$ cat config.mk
export PLATFORM = sky130hd
export DESIGN_NAME = gon_collector
export DESIGN_NICKNAME = d
export VERILOG_FILES = /design/src/rtl/gon_collector.sv
export SDC_FILE = /design/constraint.sdc
export NUM_CORES = 1
export LEC_CHECK = 0
export CAP_MARGIN = 20
export CORE_MARGIN = 2
export CORE_UTILIZATION = 28
export CTS_CLUSTER_SIZE = 20
export DETAILED_ROUTE_END_ITERATION = 12
export PLACE_DENSITY_LB_ADDON = 0.3
export SYNTH_ARGS = -nofsm -noshare
export SYNTH_HDL_FRONTEND = slang
export SYNTH_SLANG_ARGS = --single-unit
export TNS_END_PERCENT = 10
$ cat constraint.sdc
create_clock -name clk -period 3.3 [get_ports clk]
set_input_delay 0.66 -clock clk [delete_from_list [all_inputs] [get_ports clk]]
set_output_delay 0.66 -clock clk [all_outputs]
set_load 0.005 [all_outputs]
$ cat src/rtl/gon_collector.sv
// Gather-network collector: id scan-chain programming, tagged value collection, output FIFO.
// Optional perf counters (stall_cnt, idle_cnt) are built when GON_COLLECTOR_PERF_EN is defined.
module gon_collector #(
  parameter int ID_LEN     = 4,
  parameter int VALUE_LEN  = 32,
  parameter int CHAIN_LEN  = 12,
  parameter int FIFO_DEPTH = 4
) (
  input  logic                 clk,
  input  logic                 rst,
  input  logic                 prog_valid,
  input  logic [ID_LEN-1:0]    prog_id,
  output logic                 prog_ready,
  output logic                 prog_done,
  output logic                 set_id,
  output logic [ID_LEN-1:0]    id_out,
  input  logic                 start,
  input  logic [ID_LEN-1:0]    tag_first,
  input  logic [ID_LEN-1:0]    tag_last,
  input  logic [7:0]           beats_per_tag,
  output logic [ID_LEN-1:0]    tag,
  output logic                 net_ready,
  input  logic                 net_enable,
  input  logic [VALUE_LEN-1:0] net_value,
  output logic                 out_valid,
  input  logic                 out_ready,
  output logic [VALUE_LEN-1:0] out_data,
  output logic [ID_LEN-1:0]    out_tag,
  output logic                 busy,
  output logic                 done
`ifdef GON_COLLECTOR_PERF_EN
  ,
  output logic [31:0]          stall_cnt,
  output logic [31:0]          idle_cnt
`endif
);

  localparam int AW  = (FIFO_DEPTH > 1) ? $clog2(FIFO_DEPTH) : 1;
  localparam int PCW = (CHAIN_LEN > 1) ? $clog2(CHAIN_LEN) : 1;
  localparam logic [AW:0]    FIFO_FULL = (AW+1)'(FIFO_DEPTH);
  localparam logic [PCW-1:0] PROG_LAST = PCW'(CHAIN_LEN - 1);

  typedef enum logic [1:0] {S_IDLE, S_PROG, S_COLLECT, S_DRAIN} state_t;

  state_t                      state;
  logic [PCW-1:0]              prog_cnt;
  logic [ID_LEN-1:0]           cur_tag;
  logic [ID_LEN-1:0]           last_tag;
  logic [7:0]                  beat_cnt;
  logic [7:0]                  beat_last;
  logic [AW:0]                 count;
  logic [AW-1:0]               wr_ptr;
  logic [AW-1:0]               rd_ptr;
  logic [ID_LEN+VALUE_LEN-1:0] mem [FIFO_DEPTH];

  logic prog_acc;
  logic in_collect;
  logic capture;
  logic pop;

  assign prog_acc   = (state == S_PROG) && prog_valid;
  assign prog_ready = (state == S_PROG);
  assign set_id     = prog_acc;
  assign id_out     = prog_acc ? prog_id : '0;

  // Full FIFO blocks capture even when the head pops in the same cycle.
  assign in_collect = (state == S_COLLECT);
  assign net_ready  = in_collect && (count < FIFO_FULL);
  assign capture    = net_ready && net_enable;
  assign tag        = in_collect ? cur_tag : '0;

  assign out_valid           = (count != '0);
  assign pop                 = out_valid && out_ready;
  assign {out_tag, out_data} = out_valid ? mem[rd_ptr] : '0;
  assign busy                = (state != S_IDLE);

  always_ff @(posedge clk) begin
    if (!rst) begin
      state     <= S_IDLE;
      prog_cnt  <= '0;
      cur_tag   <= '0;
      last_tag  <= '0;
      beat_cnt  <= '0;
      beat_last <= '0;
      prog_done <= 1'b0;
      done      <= 1'b0;
    end else begin
      prog_done <= 1'b0;
      done      <= 1'b0;
      case (state)
        S_IDLE: begin
          if (prog_valid) begin
            state    <= S_PROG;
            prog_cnt <= '0;
          end else if (start) begin
            state     <= S_COLLECT;
            cur_tag   <= tag_first;
            last_tag  <= tag_last;
            beat_cnt  <= '0;
            // A beat count of zero behaves as one beat per tag.
            beat_last <= (beats_per_tag == 8'd0) ? 8'd0 : beats_per_tag - 8'd1;
          end
        end
        S_PROG: begin
          if (prog_acc) begin
            if (prog_cnt == PROG_LAST) begin
              prog_cnt  <= '0;
              prog_done <= 1'b1;
              state     <= S_IDLE;
            end else begin
              prog_cnt <= prog_cnt + 1'b1;
            end
          end
        end
        S_COLLECT: begin
          if (capture) begin
            if (beat_cnt == beat_last) begin
              beat_cnt <= '0;
              // Tag advances modulo 2^ID_LEN, so tag_last below tag_first wraps.
              if (cur_tag == last_tag) state <= S_DRAIN;
              else                     cur_tag <= cur_tag + 1'b1;
            end else begin
              beat_cnt <= beat_cnt + 8'd1;
            end
          end
        end
        S_DRAIN: begin
          if (count == '0) begin
            done    <= 1'b1;
            cur_tag <= '0;
            state   <= S_IDLE;
          end
        end
        default: state <= S_IDLE;
      endcase
    end
  end

  always_ff @(posedge clk) begin
    if (!rst) begin
      wr_ptr <= '0;
      rd_ptr <= '0;
      count  <= '0;
    end else begin
      if (capture) wr_ptr <= wr_ptr + 1'b1;
      if (pop)     rd_ptr <= rd_ptr + 1'b1;
      case ({capture, pop})
        2'b10:   count <= count + 1'b1;
        2'b01:   count <= count - 1'b1;
        default: count <= count;
      endcase
    end
  end

  // Storage carries no reset; out_valid masks stale entries.
  always_ff @(posedge clk) begin
    if (capture) mem[wr_ptr] <= {cur_tag, net_value};
  end

`ifdef GON_COLLECTOR_PERF_EN
  logic perf_clr;
  assign perf_clr = (state == S_IDLE) && start && !prog_valid;

  always_ff @(posedge clk) begin
    if (!rst || perf_clr) begin
      stall_cnt <= '0;
      idle_cnt  <= '0;
    end else if (in_collect) begin
      if (!net_ready && (stall_cnt != '1))               stall_cnt <= stall_cnt + 32'd1;
      if (net_ready && !net_enable && (idle_cnt != '1))  idle_cnt  <= idle_cnt + 32'd1;
    end
  end
`endif

endmodule

==> out/metrics.cfg, run 1 <==
[clock_network]
post_cts_buffers=0
clock_latency_ns=0.43
cts.path.max_buffers=2
root_buffer=clkbuf_16
ctsResizeCount=0
path_clk_slew_ns=0.07
cts_hold_buf=0
cts_inserted_buffers=17
cts_tree=yes
cts_num_sinks=185
htreeDepth=4

[detailed_routing]
first_pass_iters=5
vias=4482
drc=0
viasPerCell=4.63
finalWirelength_mm=16.3
drtIter0Drc=304
wire_per_inst_um=16.9
antenna_left=0

[global_routing]
grt_pass1_vias=4773
grt_pass1_wl_mm=25.9
overflow=0
gr-usage-all-layers_pct=11.8
met2_usage_pct=19.4
antenna_found_initial=0
gr-max-usage-layer=met2
grt_max_degree=37
grtUsageMet1_pct=15.6
use_met3_pct=3.19

[synthesis]
syn_area_sq_um=7680
yosysUniqueCellTypes=51
postSynthAreaPerCell_sq_um=15.5
synthArstFlopShare_pct=0
synth_nets=566
synth_top_flop_cell=edfxtp_1
synth_seq_cells=185
netlist.area_leader.share_pct=56.3
post-synth-top-area-cell=edfxtp_1
synth_area_leaders=edfxtp_1 56%, dfxtp_1 11%, mux4_2 11%, and2_1 3.7%, xor2_1 2.7%
synth_warnings=0
ys_seq_area_share_pct=67.0
synth-edff-count=144
syn_inst=497

[finish]
areaGrowthSynthToFinish_pct=28.2
n_antenna_cell=0
layout-drive-gt1-share_pct=14.7
num-nets-final=682

[die]
coreArea_sq_um=27000
die_w_um=170
io-pin-count=109
die_height_um=170
die-area_sq_um=28800
initial_core_util_pct=28.5
floorplan.rows=60

[sta]
layout_setup_ws_ns=0.204
finClkSkew_ns=0.0104
slew_headroom_pct=58.7
setup_viol=0
final.period_utilization_pct=93.8
tns_ns=0
worst_slew_pin_slew_ns=0.619
slew_violations=0
hold_viol_final=0
timing.fmax_mhz=323
rsz0062_at_grt=false
period_minus_slack_ns=3.10

[pwr]
peakVddDrop_uv=316
power_density_nw_per_um2=629
leakagePower_nw=3.31

[status]
status=complete, no violations

[placed_design]
place_congestion=0.760
portBuffers=108
pre_cts_ws_ns=0.436
dp_hpwl_mm=10.4

[setup_path]
critPathLaunchType=flop
worstPathMaxFanout=24
cp.arrival_ns=2.44
critPathKind=reg2out
critPathRequiredTime_ns=2.64
endpoint_kind=output port

[flow_run]
drv_cap=0

[min_path]
worstHoldPathType=reg2reg

[per-stage QoR]
stage	total power, W	hold WS [ns]	area [sq um]	cells	util [%]
2_1_floorplan	0.00358	0.444	7680	497	-
3_3_place_gp	0.00423	0.458	9250	935	34.3
3_5_place_dp	0.00427	0.463	9250	935	34.3
4_1_cts	0.00629	0.473	9850	967	36.5
5_1_grt	0.00653	0.491	9850	967	36.5
6_report	0.00619	0.472	9850	967	36.5
[per-layer routing]
layer  vias up  part of all wire [%]
li1       2106                     -
met1      2227                    47
met2       140                    48
met3         9                   4.6
met4         0                  0.67
met5         -                     0
[worst max-delay path, stage by stage, from the launching register on]
cell	delay, ns
dfxtp_1	0.39
or3_2	0.73
buf_4	0.29
and2_1	0.16
clkdlybuf4s50_1	0.45
[worst paths after layout]
path	depth (start not counted)	slack, ns	to	from
hold reg to reg	2	0.47	last_tag[0]$_SDFFE_PN0P_	last_tag[0]$_SDFFE_PN0P_
setup reg to reg	9	0.79	count[2]$_SDFFE_PN0P_	state[1]$_SDFFE_PN0P_
hold / removal	2	0.47	last_tag[0]$_SDFFE_PN0P_	last_tag[0]$_SDFFE_PN0P_
setup / recovery	4	0.20	out_data[13]	count[2]$_SDFFE_PN0P_
[power breakdown]
part,switching (W),internal (W),leakage [nW]
registers,0.000122,0.00265,1.63
logic,0.000631,0.000789,1.38
clock network,0.000980,0.00102,0.292
total,0.00173,0.00446,3.31
[cells in the mapped netlist, drive strengths merged, types with 7 or more instances]
master,instances
nor2,35
dfxtp,41
xor2,24
mux4,36
edfxtp,144
nor4,7
o21ai,8
a22oi,8
and3,8
inv,12
clkbuf,17
a21oi,19
ha,10
and2,46
nand2,16
[placed cells by master (no fill, tap or decap), drive strengths merged, types with 9 or more instances in the layout]
cell type      synthesis  final
nor2                  35     35
clkinv                 1      9
a21oi                 19     19
edfxtp               144    144
inv                   12     19
dfxtp                 41     41
clkdlybuf4s50          0    108
nand2                 16     16
clkbuf                17     17
and2                  46     46
xor2                  24     24
ha                    10     10
mux4                  36     36
buf                    5     11
[final cells by class]
cell class | count | area [sq um]
sequential | 185 | 5150
clock inverter | 15 | 173
timing repair buffer | 119 | 1230
fill | 2534 | 17100
clock buffer | 17 | 425
multi-input combinational | 277 | 2400
tap | 341 | 427
inverter | 13 | 48.8
[cell families (layout without fill, tap and decap cells)]
logic type      Yosys count  after routing  synth area share (%)
flops                   185            185                  67.0
compound gates           50             50                  4.15
mux                      38             38                  10.8
simple gates            148            148                  10.9
buf+inv                  35            164                  1.87
fa+ha+maj                11             11                  1.89
xor+xnor                 30             30                  3.42
[registers in the layout (all words and copies together), names as in the netlist, named ones only]
name and flops:
last_tag 4, prog_cnt 4, prog_done 1, wr_ptr 2
beat_cnt 8, state 2, cur_tag 4, beat_last 8
done 1, count 3, rd_ptr 2, mem 144
(Power assumes the default switching activity.)
==> run 2, diff against run 1 <==
--- a/config.mk
+++ b/config.mk
@@ -8,6 +8,7 @@
 export CAP_MARGIN = 20
 export CORE_MARGIN = 2
 export CORE_UTILIZATION = 28
+export CTS_BUF_LIST = sky130_fd_sc_hd__clkbuf_16
 export CTS_CLUSTER_SIZE = 20
 export DETAILED_ROUTE_END_ITERATION = 12
 export PLACE_DENSITY_LB_ADDON = 0.3
==> results of run 2 <==
No change in the layout: final DEF, timing and power equal those of run 1.
